File: config.mk
export PLATFORM = sky130hd
export DESIGN_NAME = keypad_time_entry_flat
export DESIGN_NICKNAME = d
export VERILOG_FILES = /design/src/rtl/keypad_time_entry_if.sv /design/src/rtl/keypad_time_entry.sv /design/src/flat_wrapper.sv
export SDC_FILE = /design/constraint.sdc
export NUM_CORES = 1
export LEC_CHECK = 0
export CORE_ASPECT_RATIO = 1.75
export CORE_UTILIZATION = 35
export DETAILED_ROUTE_END_ITERATION = 10
export HOLD_SLACK_MARGIN = 0.03
export PLACE_DENSITY = 0.54
export SYNTH_ARGS = -nofsm -noshare
export SYNTH_HDL_FRONTEND = slang
export SYNTH_SLANG_ARGS = --single-unit
File: constraint.sdc
create_clock -name clk -period 5.3 [get_ports clk]
set_clock_uncertainty 0.05 [all_clocks]
set_input_delay 0.795 -clock clk [delete_from_list [all_inputs] [get_ports clk]]
set_output_delay 0.795 -clock clk [all_outputs]
set_load 0.01 [all_outputs]
File: src/rtl/keypad_time_entry_if.sv
// Keypad pins and time-entry results of keypad_time_entry, bundled as one port.
// master = the scanner/entry block, slave = the keypad/consumer side.
interface keypad_time_entry_if;
    logic [3:0]  col;
    logic [3:0]  row;
    logic [15:0] digits;
    logic [15:0] time_bin;
    logic        valid;
    logic        err;
    logic        entry_active;

    modport master (input col, output row, digits, time_bin, valid, err, entry_active);
    modport slave  (output col, input row, digits, time_bin, valid, err, entry_active);
endinterface

File: src/rtl/keypad_time_entry.sv
// 4x4 keypad scanner with scan-level debounce and HH:MM entry/commit to binary time.
// Optional KTE_AUTOCOMMIT_EN: the 4th digit commits immediately, as if # followed it.
module keypad_time_entry #(
    parameter int SCAN_DIV  = 5000,
    parameter int DEB_SCANS = 4
) (
    input  logic                clk,
    input  logic                rst,
    keypad_time_entry_if.master kp
);
    localparam int              CW         = $clog2(SCAN_DIV);
    localparam logic [CW-1:0]   DWELL_LAST = CW'(SCAN_DIV - 1);
    localparam logic [3:0]      DEB_N      = 4'(DEB_SCANS);
    localparam logic [3:0]      K_STAR     = 4'd14;
    localparam logic [3:0]      K_HASH     = 4'd15;

    typedef enum logic {IDLE, ENTRY} state_t;

    function automatic logic [3:0] keymap(input logic [1:0] r, input logic [1:0] c);
        logic [3:0] k;
        k = 4'd0;
        case ({r, c})
            4'h0: k = 4'd1;   4'h1: k = 4'd2;   4'h2: k = 4'd3;   4'h3: k = 4'd10;
            4'h4: k = 4'd4;   4'h5: k = 4'd5;   4'h6: k = 4'd6;   4'h7: k = 4'd11;
            4'h8: k = 4'd7;   4'h9: k = 4'd8;   4'hA: k = 4'd9;   4'hB: k = 4'd12;
            4'hC: k = 4'd14;  4'hD: k = 4'd0;   4'hE: k = 4'd15;  4'hF: k = 4'd13;
            default: k = 4'd0;
        endcase
        return k;
    endfunction

    logic [3:0]    col_s1_q, col_s2_q;
    logic [CW-1:0] dwell_q, dwell_d;
    logic [1:0]    row_idx_q, row_idx_d;
    logic          acc_key_q, acc_key_d, acc_multi_q, acc_multi_d;
    logic [3:0]    acc_code_q, acc_code_d;
    logic [4:0]    prev_code_q, prev_code_d;    // {is_key, code}; 0 means NONE
    logic [3:0]    stable_q, stable_d;
    logic          armed_q, armed_d;
    logic          evt_q, evt_d;
    logic [3:0]    evt_code_q, evt_code_d;
    state_t        state_q, state_d;
    logic [2:0]    count_q, count_d;
    logic [15:0]   digits_q, digits_d;
    logic [15:0]   time_q, time_d;
    logic          valid_q, valid_d, err_q, err_d;

    logic [3:0]    col_low;
    logic [3:0]    col_code [4];

    for (genvar gi = 0; gi < 4; gi++) begin : g_col
        assign col_low[gi]  = ~col_s2_q[gi];
        assign col_code[gi] = keymap(row_idx_q, 2'(gi));
    end

    // Scan accumulation and debounce
    logic       tc;
    logic [2:0] row_hits;
    logic [3:0] row_code;
    logic       acc_key_n, acc_multi_n;
    logic [3:0] acc_code_n;
    logic [4:0] scan_code;
    logic [3:0] stable_n;

    always_comb begin
        row_hits = 3'd0;
        row_code = 4'd0;
        for (int i = 3; i >= 0; i--) begin
            if (col_low[i]) begin
                row_hits = row_hits + 3'd1;
                row_code = col_code[i];
            end
        end

        acc_key_n   = acc_key_q;
        acc_multi_n = acc_multi_q;
        acc_code_n  = acc_code_q;
        if (row_hits == 3'd1 && !acc_key_q && !acc_multi_q) begin
            acc_key_n  = 1'b1;
            acc_code_n = row_code;
        end else if (row_hits != 3'd0) begin
            acc_multi_n = 1'b1;
        end

        tc          = (dwell_q == DWELL_LAST);
        dwell_d     = dwell_q + 1'b1;
        row_idx_d   = row_idx_q;
        acc_key_d   = acc_key_q;
        acc_multi_d = acc_multi_q;
        acc_code_d  = acc_code_q;
        prev_code_d = prev_code_q;
        stable_d    = stable_q;
        armed_d     = armed_q;
        evt_d       = 1'b0;
        evt_code_d  = evt_code_q;
        scan_code   = 5'd0;
        stable_n    = stable_q;

        if (tc) begin
            dwell_d   = '0;
            row_idx_d = row_idx_q + 2'd1;
            if (row_idx_q == 2'd3) begin
                // MULTI collapses to NONE so a chord can never produce an event
                scan_code = (acc_key_n && !acc_multi_n) ? {1'b1, acc_code_n} : 5'd0;
                if (scan_code == prev_code_q)
                    stable_n = (stable_q == 4'd15) ? 4'd15 : stable_q + 4'd1;
                else
                    stable_n = 4'd0;
                stable_d    = stable_n;
                prev_code_d = scan_code;
                acc_key_d   = 1'b0;
                acc_multi_d = 1'b0;
                acc_code_d  = 4'd0;
                if (stable_n >= DEB_N) begin
                    if (scan_code[4]) begin
                        if (armed_q) begin
                            evt_d      = 1'b1;
                            evt_code_d = scan_code[3:0];
                            armed_d    = 1'b0;
                        end
                    end else begin
                        armed_d = 1'b1;
                    end
                end
            end else begin
                acc_key_d   = acc_key_n;
                acc_multi_d = acc_multi_n;
                acc_code_d  = acc_code_n;
            end
        end
    end

    // Entry FSM and commit validation
    logic        commit;
    logic [15:0] commit_val;
    logic [15:0] shifted;
    logic [7:0]  hours, mins;

    always_comb begin
        state_d    = state_q;
        count_d    = count_q;
        digits_d   = digits_q;
        time_d     = time_q;
        valid_d    = 1'b0;
        err_d      = 1'b0;
        commit     = 1'b0;
        commit_val = digits_q;
        shifted    = {digits_q[11:0], evt_code_q};

        if (evt_q) begin
            if (evt_code_q <= 4'd9) begin
                if (count_q < 3'd4) begin
                    digits_d = shifted;
                    count_d  = count_q + 3'd1;
                    state_d  = ENTRY;
`ifdef KTE_AUTOCOMMIT_EN
                    if (count_q == 3'd3) begin
                        commit     = 1'b1;
                        commit_val = shifted;
                    end
`endif
                end
            end else if (evt_code_q == K_STAR) begin
                digits_d = 16'd0;
                count_d  = 3'd0;
                state_d  = IDLE;
            end else if (evt_code_q == K_HASH) begin
                commit = 1'b1;
            end
        end

        hours = {4'd0, commit_val[15:12]} * 8'd10 + {4'd0, commit_val[11:8]};
        mins  = {4'd0, commit_val[7:4]}   * 8'd10 + {4'd0, commit_val[3:0]};

        if (commit) begin
            if (hours <= 8'd23 && mins <= 8'd59) begin
                time_d  = {hours, mins};
                valid_d = 1'b1;
            end else begin
                err_d = 1'b1;
            end
            digits_d = 16'd0;
            count_d  = 3'd0;
            state_d  = IDLE;
        end
    end

    always_ff @(posedge clk or posedge rst) begin
        if (rst) begin
            col_s1_q    <= 4'hF;
            col_s2_q    <= 4'hF;
            dwell_q     <= '0;
            row_idx_q   <= 2'd0;
            acc_key_q   <= 1'b0;
            acc_multi_q <= 1'b0;
            acc_code_q  <= 4'd0;
            prev_code_q <= 5'd0;
            stable_q    <= 4'd0;
            armed_q     <= 1'b1;
            evt_q       <= 1'b0;
            evt_code_q  <= 4'd0;
            state_q     <= IDLE;
            count_q     <= 3'd0;
            digits_q    <= 16'd0;
            time_q      <= 16'd0;
            valid_q     <= 1'b0;
            err_q       <= 1'b0;
        end else begin
            col_s1_q    <= kp.col;
            col_s2_q    <= col_s1_q;
            dwell_q     <= dwell_d;
            row_idx_q   <= row_idx_d;
            acc_key_q   <= acc_key_d;
            acc_multi_q <= acc_multi_d;
            acc_code_q  <= acc_code_d;
            prev_code_q <= prev_code_d;
            stable_q    <= stable_d;
            armed_q     <= armed_d;
            evt_q       <= evt_d;
            evt_code_q  <= evt_code_d;
            state_q     <= state_d;
            count_q     <= count_d;
            digits_q    <= digits_d;
            time_q      <= time_d;
            valid_q     <= valid_d;
            err_q       <= err_d;
        end
    end

    assign kp.row          = ~(4'b0001 << row_idx_q);
    assign kp.digits       = digits_q;
    assign kp.time_bin     = time_q;
    assign kp.valid        = valid_q;
    assign kp.err          = err_q;
    assign kp.entry_active = (state_q == ENTRY);
endmodule

File: src/flat_wrapper.sv
// flat-port wrapper written by rule: the top's interface ports become plain ports
module keypad_time_entry_flat 
#(
    parameter int SCAN_DIV  = 5000,
    parameter int DEB_SCANS = 4
)
  (clk, rst, kp_col, kp_row, kp_digits, kp_time_bin, kp_valid, kp_err, kp_entry_active);
  keypad_time_entry_if kp_i ();
  input  logic clk;
  input  logic rst;
  input wire logic [$bits(kp_i.col)-1:0] kp_col;
  output wire logic [$bits(kp_i.row)-1:0] kp_row;
  output wire logic [$bits(kp_i.digits)-1:0] kp_digits;
  output wire logic [$bits(kp_i.time_bin)-1:0] kp_time_bin;
  output wire logic [$bits(kp_i.valid)-1:0] kp_valid;
  output wire logic [$bits(kp_i.err)-1:0] kp_err;
  output wire logic [$bits(kp_i.entry_active)-1:0] kp_entry_active;
  assign kp_i.col = kp_col;
  assign kp_row = kp_i.row;
  assign kp_digits = kp_i.digits;
  assign kp_time_bin = kp_i.time_bin;
  assign kp_valid = kp_i.valid;
  assign kp_err = kp_i.err;
  assign kp_entry_active = kp_i.entry_active;
  keypad_time_entry #(.SCAN_DIV(SCAN_DIV), .DEB_SCANS(DEB_SCANS)) u_core (.clk(clk), .rst(rst), .kp(kp_i));
endmodule
# Word-level counts from Yosys, hierarchy flattened
# Index checks and enable logic that the tools add are counted.
[word_totals] register_bits=82 input_bits=6 output_inout_bits=39 elab_cells=116
[op_classes] multipliers=2 n_mux=54 n_bitwise=1 shift=1 order_cmp=5 add_sub_neg=9 n_eq_ne=10 n_reduce_logical=16
[ops] op="16-bit two-way mux" n=5
[ops] op="4-bit one-hot mux with 4 select lines" n=4
[ops] op="4-bit two-way mux" n=10
[ops] op="1-bit two-way mux" n=25
[ops] op="3-bit two-way mux" n=8
[ops] op="8-bit by 4-bit adder with 8-bit output" n=2
[ops] op="4-bit by 3-bit multiplier with 7-bit output, second input constant" n=2
[ops] op="13-bit by 1-bit adder with 13-bit output, second input constant" n=1
[ops] op="13-bit == test, second input constant" n=1
[ops] op="13-bit two-way mux" n=1
[ops] op="4-bit == test, second input constant" n=3
[ops] op="3-bit by 1-bit adder with 3-bit output, second input constant" n=3
[ops] op="8-bit by 5-bit <= comparator with 1-bit output, second input constant" n=1
[ops] op="8-bit by 6-bit <= comparator with 1-bit output, second input constant" n=1
[ops] op="3-bit AND reduction" n=2
[ops] op="3-bit nonzero test" n=2
[ops] op="5-bit == test" n=1
[ops] op="5-bit two-way mux" n=1
[ops] op="5-bit AND reduction" n=1
[ops] op="4-bit by 1-bit adder with 4-bit output, second input constant" n=1
[ops] op="2-bit == test, second input constant" n=2
[ops] op="4-bit by 3-bit >= comparator with 1-bit output, second input constant" n=1
[ops] op="4-bit <= comparator, second input constant" n=1
[ops] op="1-bit logical AND" n=4
[ops] op="other kinds (12)" n=15

# Longest topological paths before layout
# Gate-level depths: netlist (run 1).
[logic_depth] ltp_word=22 mapped_depth=13

# Worst setup path after synthesis (run 1)
# OpenSTA, ideal clock, no wires.
[synth_timing] path_kind="flip-flop to flip-flop" from="reg u_core.col_s2_q[2]" to="reg u_core.evt_code_q[3]" slack_ps=1663 arrival_ps=3462 path_stages_with_launch=13 t_required_ps=5125 cell_sequence="dfstp_2 -> inv_1 -> ha_1 -> xnor2_1 -> ha_1 -> nor2b_2 -> a311oi_4 -> and3_4 -> o221ai_2 -> a2111oi_4 -> and4_1 -> buf_6 -> mux2_4"
[synth_between] elab_chain_len=18 word_cells_on_any_way=25
[synth_lines] item="start: declaration" line_no="keypad_time_entry.sv:32" source="logic [3:0] col_s1_q, col_s2_q;"
[synth_lines] item="start signal: assignment" line_no="keypad_time_entry.sv:210" source="col_s2_q <= col_s1_q;"
[synth_lines] item="3-bit two-way mux" line_no="keypad_time_entry.sv:69" source="if (col_low[i]) begin"
[synth_lines] item="3-bit by 1-bit adder with 3-bit output" line_no="keypad_time_entry.sv:70" source="row_hits = row_hits + 3'd1;"
[synth_lines] item="3-bit two-way mux" line_no="keypad_time_entry.sv:69"
[synth_lines] item="3-bit by 1-bit adder with 3-bit output" line_no="keypad_time_entry.sv:70"
[synth_lines] item="3-bit two-way mux" line_no="keypad_time_entry.sv:69"
[synth_lines] item="3-bit by 1-bit == test with 1-bit output" line_no="keypad_time_entry.sv:78" source="if (row_hits == 3'd1 && !acc_key_q && !acc_multi_q) begin"
[synth_lines] item="1-bit logical AND (2 in a row)" line_no="keypad_time_entry.sv:78"
[synth_lines] item="1-bit two-way mux" line_no="keypad_time_entry.sv:78"
[synth_lines] item="1-bit zero test" line_no="keypad_time_entry.sv:104" source="scan_code = (acc_key_n && !acc_multi_n) ? {1'b1, acc_code_n} : 5'd0;"
[synth_lines] item="1-bit logical AND" line_no="keypad_time_entry.sv:104"
[synth_lines] item="5-bit two-way mux *" line_no="keypad_time_entry.sv:104"
[synth_lines] item="5-bit == test" line_no="keypad_time_entry.sv:105" source="if (scan_code == prev_code_q)"
[synth_lines] item="4-bit two-way mux" line_no="keypad_time_entry.sv:105"
[synth_lines] item="4-bit two-way mux" line_no="keypad_time_entry.sv:102" source="if (row_idx_q == 2'd3) begin"
[synth_lines] item="4-bit two-way mux" line_no="keypad_time_entry.sv:99" source="if (tc) begin"
[synth_lines] item="4-bit by 3-bit >= comparator with 1-bit output" line_no="keypad_time_entry.sv:114" source="if (stable_n >= DEB_N) begin"
[synth_lines] item="5-bit AND reduction (no source line)"
[synth_lines] item="end signal: assignment" line_no="keypad_time_entry.sv:220" source="evt_code_q <= evt_code_d;"
[synth_lines] item="end: declaration" line_no="keypad_time_entry.sv:41" source="logic [3:0] evt_code_q, evt_code_d;"
# Mark *: on every way between the ends. The rest lies on a longest branch, timed or not. The select of a mux whose other input is x is not followed.
# A chain may end at the register's enable or synchronous reset.

# Worst setup path after layout (run 1)
# Same ends and word-level chain as after synthesis.

==> results of run 1 <==
-- final cells by class --
| cell class | instances | area (µm²) |
|---|---|---|
| sequential | 82 | 2060 |
| fill | 1265 | 7380 |
| tap | 171 | 214 |
| timing repair buffer | 46 | 455 |
| clock buffer | 10 | 239 |
| multi-input combinational | 304 | 2330 |
| clock inverter | 5 | 38.8 |
| inverter | 38 | 144 |
-- sequential cells by signal, indices dropped and copies added, names as in the netlist, 2 cells and up --
signal / cells
u_core.kp.digits: 16
u_core.kp.time_bin: 16
u_core.dwell_q: 13
u_core.prev_code_q: 5
u_core.acc_code_q: 4
u_core.col_s1_q: 4
u_core.col_s2_q: 4
u_core.evt_code_q: 4
u_core.stable_q: 4
u_core.count_q: 3
u_core.row_idx_q: 2
-- cells by family after synthesis --
logic type / Yosys count
buffers and inverters: 52
adder cells (fa/ha/maj): 33
XOR/XNOR: 27
multiplexers: 16
AO/OA/AOI/OAI: 102
AND/OR/NAND/NOR: 126
flip-flops: 82
-- cells in the mapped netlist, types with 3 or more instances --
cell       n  share of area (%)
nor2b_1    7               0.95
xor2_1    10                1.9
nand4_1    6               0.81
and2_1    10                1.4
nand2_1   32                2.6
nand3_1   13                1.4
mux2_2     9                2.2
ha_1      27                7.3
mux2i_1    6                1.3
o21ai_0   23                2.5
xnor2_1   15                2.9
buf_2      3               0.33
o211ai_1   3               0.49
dfrtp_1   73                 40
and3_1     4               0.54
inv_1     38                3.1
dfstp_2    9                5.1
nand2b_1   7               0.95
a21o_1     7                1.1
fa_1       4                1.7
a22o_1    18                3.4
a21oi_1   17                1.8
nor2_1    21                1.7
o22ai_1    6               0.81
clkbuf_1   7               0.57
nand3b_1   4               0.65
-- report_power, final --
group | total [mW] | internal [mW] | switching (mW)
clock network | 0.586 | 0.330 | 0.256
logic | 0.0816 | 0.0313 | 0.0504
registers | 0.637 | 0.632 | 0.00514
total | 1.30 | 0.993 | 0.312
-- worst max-delay path, delay by kind of cell (launching register included) --
family	cells	cell delay, ns
compound gates	3	0.98
xor+xnor	1	0.30
fa+ha+maj	2	0.63
buf+inv	1	0.07
flops	1	0.59
mux	1	0.32
simple gates	3	0.89
-- stage by stage --
stage,util (%),std cells,hold WS [ns]
floorplan,-,438,0.295
global placement,40.5,641,0.297
global route,42.6,656,0.310
CTS,42.6,656,0.308
finish,42.6,656,0.306
detailed placement,40.5,641,0.299
-- routing by layer --
metal  share of wire (%)  wire length, µm  global-route usage, %  vias to the layer above
met3                 3.2              315                   3.11                       19
met5                   0                0                      0                        -
met4                 3.6              360                   8.29                        0
met1                  39             3900                   17.1                     1636
met2                  54             5300                   28.4                       57
li1                    -                -                      -                     1643
-- final timing paths --
check | endpoint | cells after the start | startpoint
worst min register to register | u_core.col_s2_q[2]$_DFF_PP1_ | 0 | u_core.col_s1_q[2]$_DFF_PP1_
worst max register to register | u_core.evt_code_q[3]$_DFFE_PP0P_ | 11 | u_core.col_s2_q[2]$_DFF_PP1_
min in group asynchronous | u_core.kp.time_bin[15]$_DFFE_PP0P_ | 2 | rst
worst max-delay path | u_core.evt_code_q[3]$_DFFE_PP0P_ | 11 | u_core.col_s2_q[2]$_DFF_PP1_
worst min-delay path | u_core.col_s2_q[2]$_DFF_PP1_ | 0 | u_core.col_s1_q[2]$_DFF_PP1_
max in group asynchronous | u_core.stable_q[2]$_DFFE_PP0P_ | 3 | rst
==> impl_metrics.yaml, run 1 <==
clocking:
  cts_tree: "done"
  postCtsSetupBuffers: 0
  clock_sinks: 82
  clock-root-buffer: "clkbuf_16"
  worstSkewPairLatency_ns: 0.34
  clkTransAtPathRegs_ns: 0.06
  htreeDepth: 3
  cts_inserted_buffers: 9
  hold_buffers: 0
  cts_resized: 0
  clock_path_buffers: 2
timing:
  maxSlewHeadroom_pct: 20.5
  drv_slew: 0
  finalHoldViolations: 0
  setup_violations: 0
  period_needed_ns: 3.95
  post-route-period-util_pct: 74.6
  max_freq_mhz: 253
  rsz0062_at_grt: "false"
  worstMarginPinSlew_ns: 1.19
  tns_ns: 0
  worst_slack_ns: 1.35
grt:
  grt_pass1_vias: 3394
  overflow: 0
  grt_pass1_wl_um: 16400
  grt_util_all_layers_pct: 15.9
  antenna_found_initial: 0
  grt_start_max_net_pins: 57
drt:
  routed_wl_um: 9880
  wire_per_inst_um: 15.1
  vias: 3355
  vias_per_cell: 5.11
  ant_nets: 0
  drcViolationCount: 0
  drtIter0Drc: 65
  dr.pass1.iters: 4
floorplanning:
  die_w_um: 88.7
  die_h_um: 154
  start_util_pct: 35.8
  num_io_pins: 45
  die-area_um2: 13600
  coreArea_um2: 12900
  rows: 55
synthesis:
  ys_async_sr_fraction_pct: 100
  ys_seq_area_share_pct: 44.8
  synth_edf_count: 0
  syn_inst: 438
  synth_ff_type: "dfrtp_1"
  synth-simple-area-share_pct: 15.3
  syn-num-nets: 475
  synth_xor_xnor_area_share_pct: 5.62
  synth_compound_area_share_pct: 16.4
  syn_area_um2: 4610
  syn_area_per_cell_um2: 10.5
  muxShareOfSynthArea_pct: 3.83
  yosysWarnings: 0
  yosysUniqueCellTypes: 73
  ys_ff_latch: 82
  synth_top_family_by_area: "compound AO/OA/AOI/OAI gates"
  synth_fa_ha_area_share_pct: 9.50
critical_path:
  regToRegSetupSlack_ns: 1.35
  crit_arrival_ns: 4.13
  cpMostUsedCell: "ha_1"
  path_cells: "inv_1 -> ha_1 -> xnor2_1 -> ha_1 -> nor2b_2 -> a311oi_4 -> and3_4 -> o221ai_2 -> a2111oi_4 -> and4_1 -> mux2_4"
  slowest_delay_ns: 0.59
  slowest_stage: "dfstp_2"
  endpoint_kind: "register"
  cp.required_ns: 5.48
  start_kind: "register"
  cp_max_fo: 9
  crit_type: "register to register"
worst_hold_path:
  hold_path_class: "register to register"
power_and_ir_drop:
  total_leakage_power_nw: 2.40
  irDropWorstVdd_v: 0.000140
  powerDensity_nw_per_um2: 238
  p_total_mw: 1.30
run:
  cap_violations: 0
finish:
  syn2layout_area_growth_pct: 19.0
  final_common_cell: "dfrtp_1"
  fin_nets: 518
  layout_common_cells: "73 x dfrtp_1, 44 x clkdlybuf4s50_1, 37 x inv_1"
  drive_gt1_share_pct: 10.7
  postLayoutCellArea_um2: 5490
  antenna_cells: 0
placed_design:
  gp_congestion: 0.854
  io_buffers: 44
  dp.final_hpwl_um: 7420
  dpl_worst_slack_ns: 1.34
  dpl-instance-area_um2: 5210
run_status:
  outcome: "completed"
Note: power is estimated with default switching activity, not from simulation.
==> run 2: changes to the inputs <==
Clock period 5.3 ns to 3.8 ns, I/O delays scaled along.
==> run 2 against run 1 <==
Fmax increased by 11%. Setup slack got worse by 1.1 ns. Hold slack about the same. Final cell count increased by 1.5%. Via count increased by 2.7%. Non-clock buffer count increased by 9. Core utilization increased by 0.76 points. First-iteration DRC count increased by 54%. Sequential cell count unchanged. Total power increased by 38%. Register-to-register slack got worse by 1.1 ns. Combinational power increased by 43%.
==> impl_metrics.yaml, run 2 (synthesis results as in run 1) <==
placed_design:
  dpl-instance-area_um2: 5300
  post-place-cells: 650
  io_buffers: 44
  dpl_worst_slack_ns: 0.141
  gp_congestion: 0.843
  dp.final_hpwl_um: 7540
clocking:
  htreeDepth: 3
  cts_resized: 0
  clock_sinks: 82
  clock-root-buffer: "clkbuf_16"
  cts_tree: "done"
  hold_buffers: 0
  clock_path_buffers: 2
  clkTransAtPathRegs_ns: 0.06
  postCtsSetupBuffers: 0
  cts_inserted_buffers: 9
  worstSkewPairLatency_ns: 0.33
drt:
  wl_met3_um: 220
  drcViolationCount: 0
  vias: 3444
  dr.pass1.iters: 4
  wl_met1_um: 3930
  ant_nets: 0
  dr_wl_met2_um: 5600
  drtIter0Drc: 100
  routed_wl_um: 9980
  vias_per_cell: 5.17
  top_layer: "met4"
  wire_per_inst_um: 15.0
critical_path:
  start_kind: "register"
  rr_startpoint: "u_core.col_s2_q[2]$_DFF_PP1_"
  cp.required_ns: 3.97
  path_cells: "inv_1 -> ha_1 -> xnor2_2 -> ha_1 -> nor2b_2 -> a311oi_4 -> and3_4 -> o221ai_2 -> a2111oi_4 -> and4_4 -> mux2_4"
  crit_family: "compound AO/OA/AOI/OAI gates"
  cp_max_fo: 9
  rr_endpoint: "u_core.evt_code_q[3]$_DFFE_PP0P_"
  crit_buf_inv: 1
  cp_num_cells: 11
  crit_type: "register to register"
  slowest_delay_ns: 0.59
  crit_start: "u_core.col_s2_q[2]$_DFF_PP1_"
  r2r_cells: 11
  regToRegSetupSlack_ns: 0.25
  endpoint_kind: "register"
  slowest_stage: "dfstp_2"
  cpMostUsedCell: "ha_1"
  crit_arrival_ns: 3.72
  cp-endpoint: "u_core.evt_code_q[3]$_DFFE_PP0P_"
timing:
  period_needed_ns: 3.55
  finalHoldViolations: 0
  worst_slack_ns: 0.246
  tns_ns: 0
  maxSlewHeadroom_pct: 20.7
  timing.hold.ws_ns: 0.306
  post-route-period-util_pct: 93.5
  drv_slew: 0
  max_freq_mhz: 281
  rsz0062_at_grt: "false"
  setup_violations: 0
  worstMarginPinSlew_ns: 1.19
worst_hold_path:
  hold_path_class: "register to register"
floorplanning:
  die-area_um2: 13600
  die_w_um: 88.7
  num_io_pins: 45
  rows: 55
  die_h_um: 154
  coreArea_um2: 12900
  start_util_pct: 35.8
power_and_ir_drop:
  irDropWorstVdd_v: 0.000210
  p_total_mw: 1.80
  power_frac_comb_pct: 6.5
  total_leakage_power_nw: 2.46
  powerDensity_nw_per_um2: 323
  p_seq_share_pct: 49.3
  power_switching_uw: 432
  p_int_mw: 1.37
  pwr-share-clk_pct: 44.3
  swShare_pct: 24.0
finish:
  drive_gt1_share_pct: 12.7
  regArea_um2: 2060
  postLayoutCellArea_um2: 5580
  multi_input_area_um2: 2340
  final_common_cell: "dfrtp_1"
  antenna_cells: 0
  layout_common_cells: "73 x dfrtp_1, 44 x clkdlybuf4s50_1, 37 x inv_1"
  fillers: 1251
  stdcell_count: 666
  fin_nets: 527
  utilization_pct: 43.4
  syn2layout_area_growth_pct: 21.2
grt:
  antenna_found_initial: 0
  grt_util_all_layers_pct: 16.0
  grt_start_max_net_pins: 56
  grt_pass1_vias: 3436
  grt_pass1_wl_um: 16800
  overflow: 0
run:
  cap_violations: 0
run_status:
  outcome: "completed"
run 2: layer usage:
metal	vias up	global-route usage [%]
li1	1656	-
met1	1712	17.1
met2	61	29.9
met3	15	2.79
met4	0	6.53
met5	-	0
run 2: power groups by stage:
stage	Sequential, mW	Clock (mW)	Combinational, mW
after detailed placement	0.904	0	0.117
after CTS	0.888	0.823	0.117
after floorplan	0.899	0	0.0910
final	0.888	0.798	0.117
after global routing	0.889	0.856	0.131
after global placement	0.904	0	0.116
run 2: final cells by class:
class / instances / area share (%)
Multi-Input combinational cell: 304 / 41.9
Sequential cell: 82 / 37.0
Timing Repair Buffer: 55 / 9.82
Clock buffer: 10 / 4.10
Tap cell: 171 / 3.83
Inverter: 38 / 2.58
Clock inverter: 6 / 0.784
run 2: how the worst min path moves through the flow:
stage	startpoint	to	slack [ns]	depth (start not counted)
after floorplan	u_core.col_s1_q[0]$_DFF_PP1_	u_core.col_s2_q[0]$_DFF_PP1_	0.30	0
after global placement	u_core.col_s1_q[0]$_DFF_PP1_	u_core.col_s2_q[0]$_DFF_PP1_	0.30	0
after detailed placement	u_core.col_s1_q[0]$_DFF_PP1_	u_core.col_s2_q[0]$_DFF_PP1_	0.30	0
after CTS	u_core.col_s1_q[1]$_DFF_PP1_	u_core.col_s2_q[1]$_DFF_PP1_	0.30	0
after global routing	u_core.col_s1_q[1]$_DFF_PP1_	u_core.col_s2_q[1]$_DFF_PP1_	0.30	0
final	u_core.col_s1_q[1]$_DFF_PP1_	u_core.col_s2_q[1]$_DFF_PP1_	0.31	0
==> run 3: changes to the inputs <==
Settings changed: HOLD_SLACK_MARGIN 0.03 to 0.12.
==> results of run 3 <==
Same layout as run 2: the final DEF is identical, and so are final timing and power.
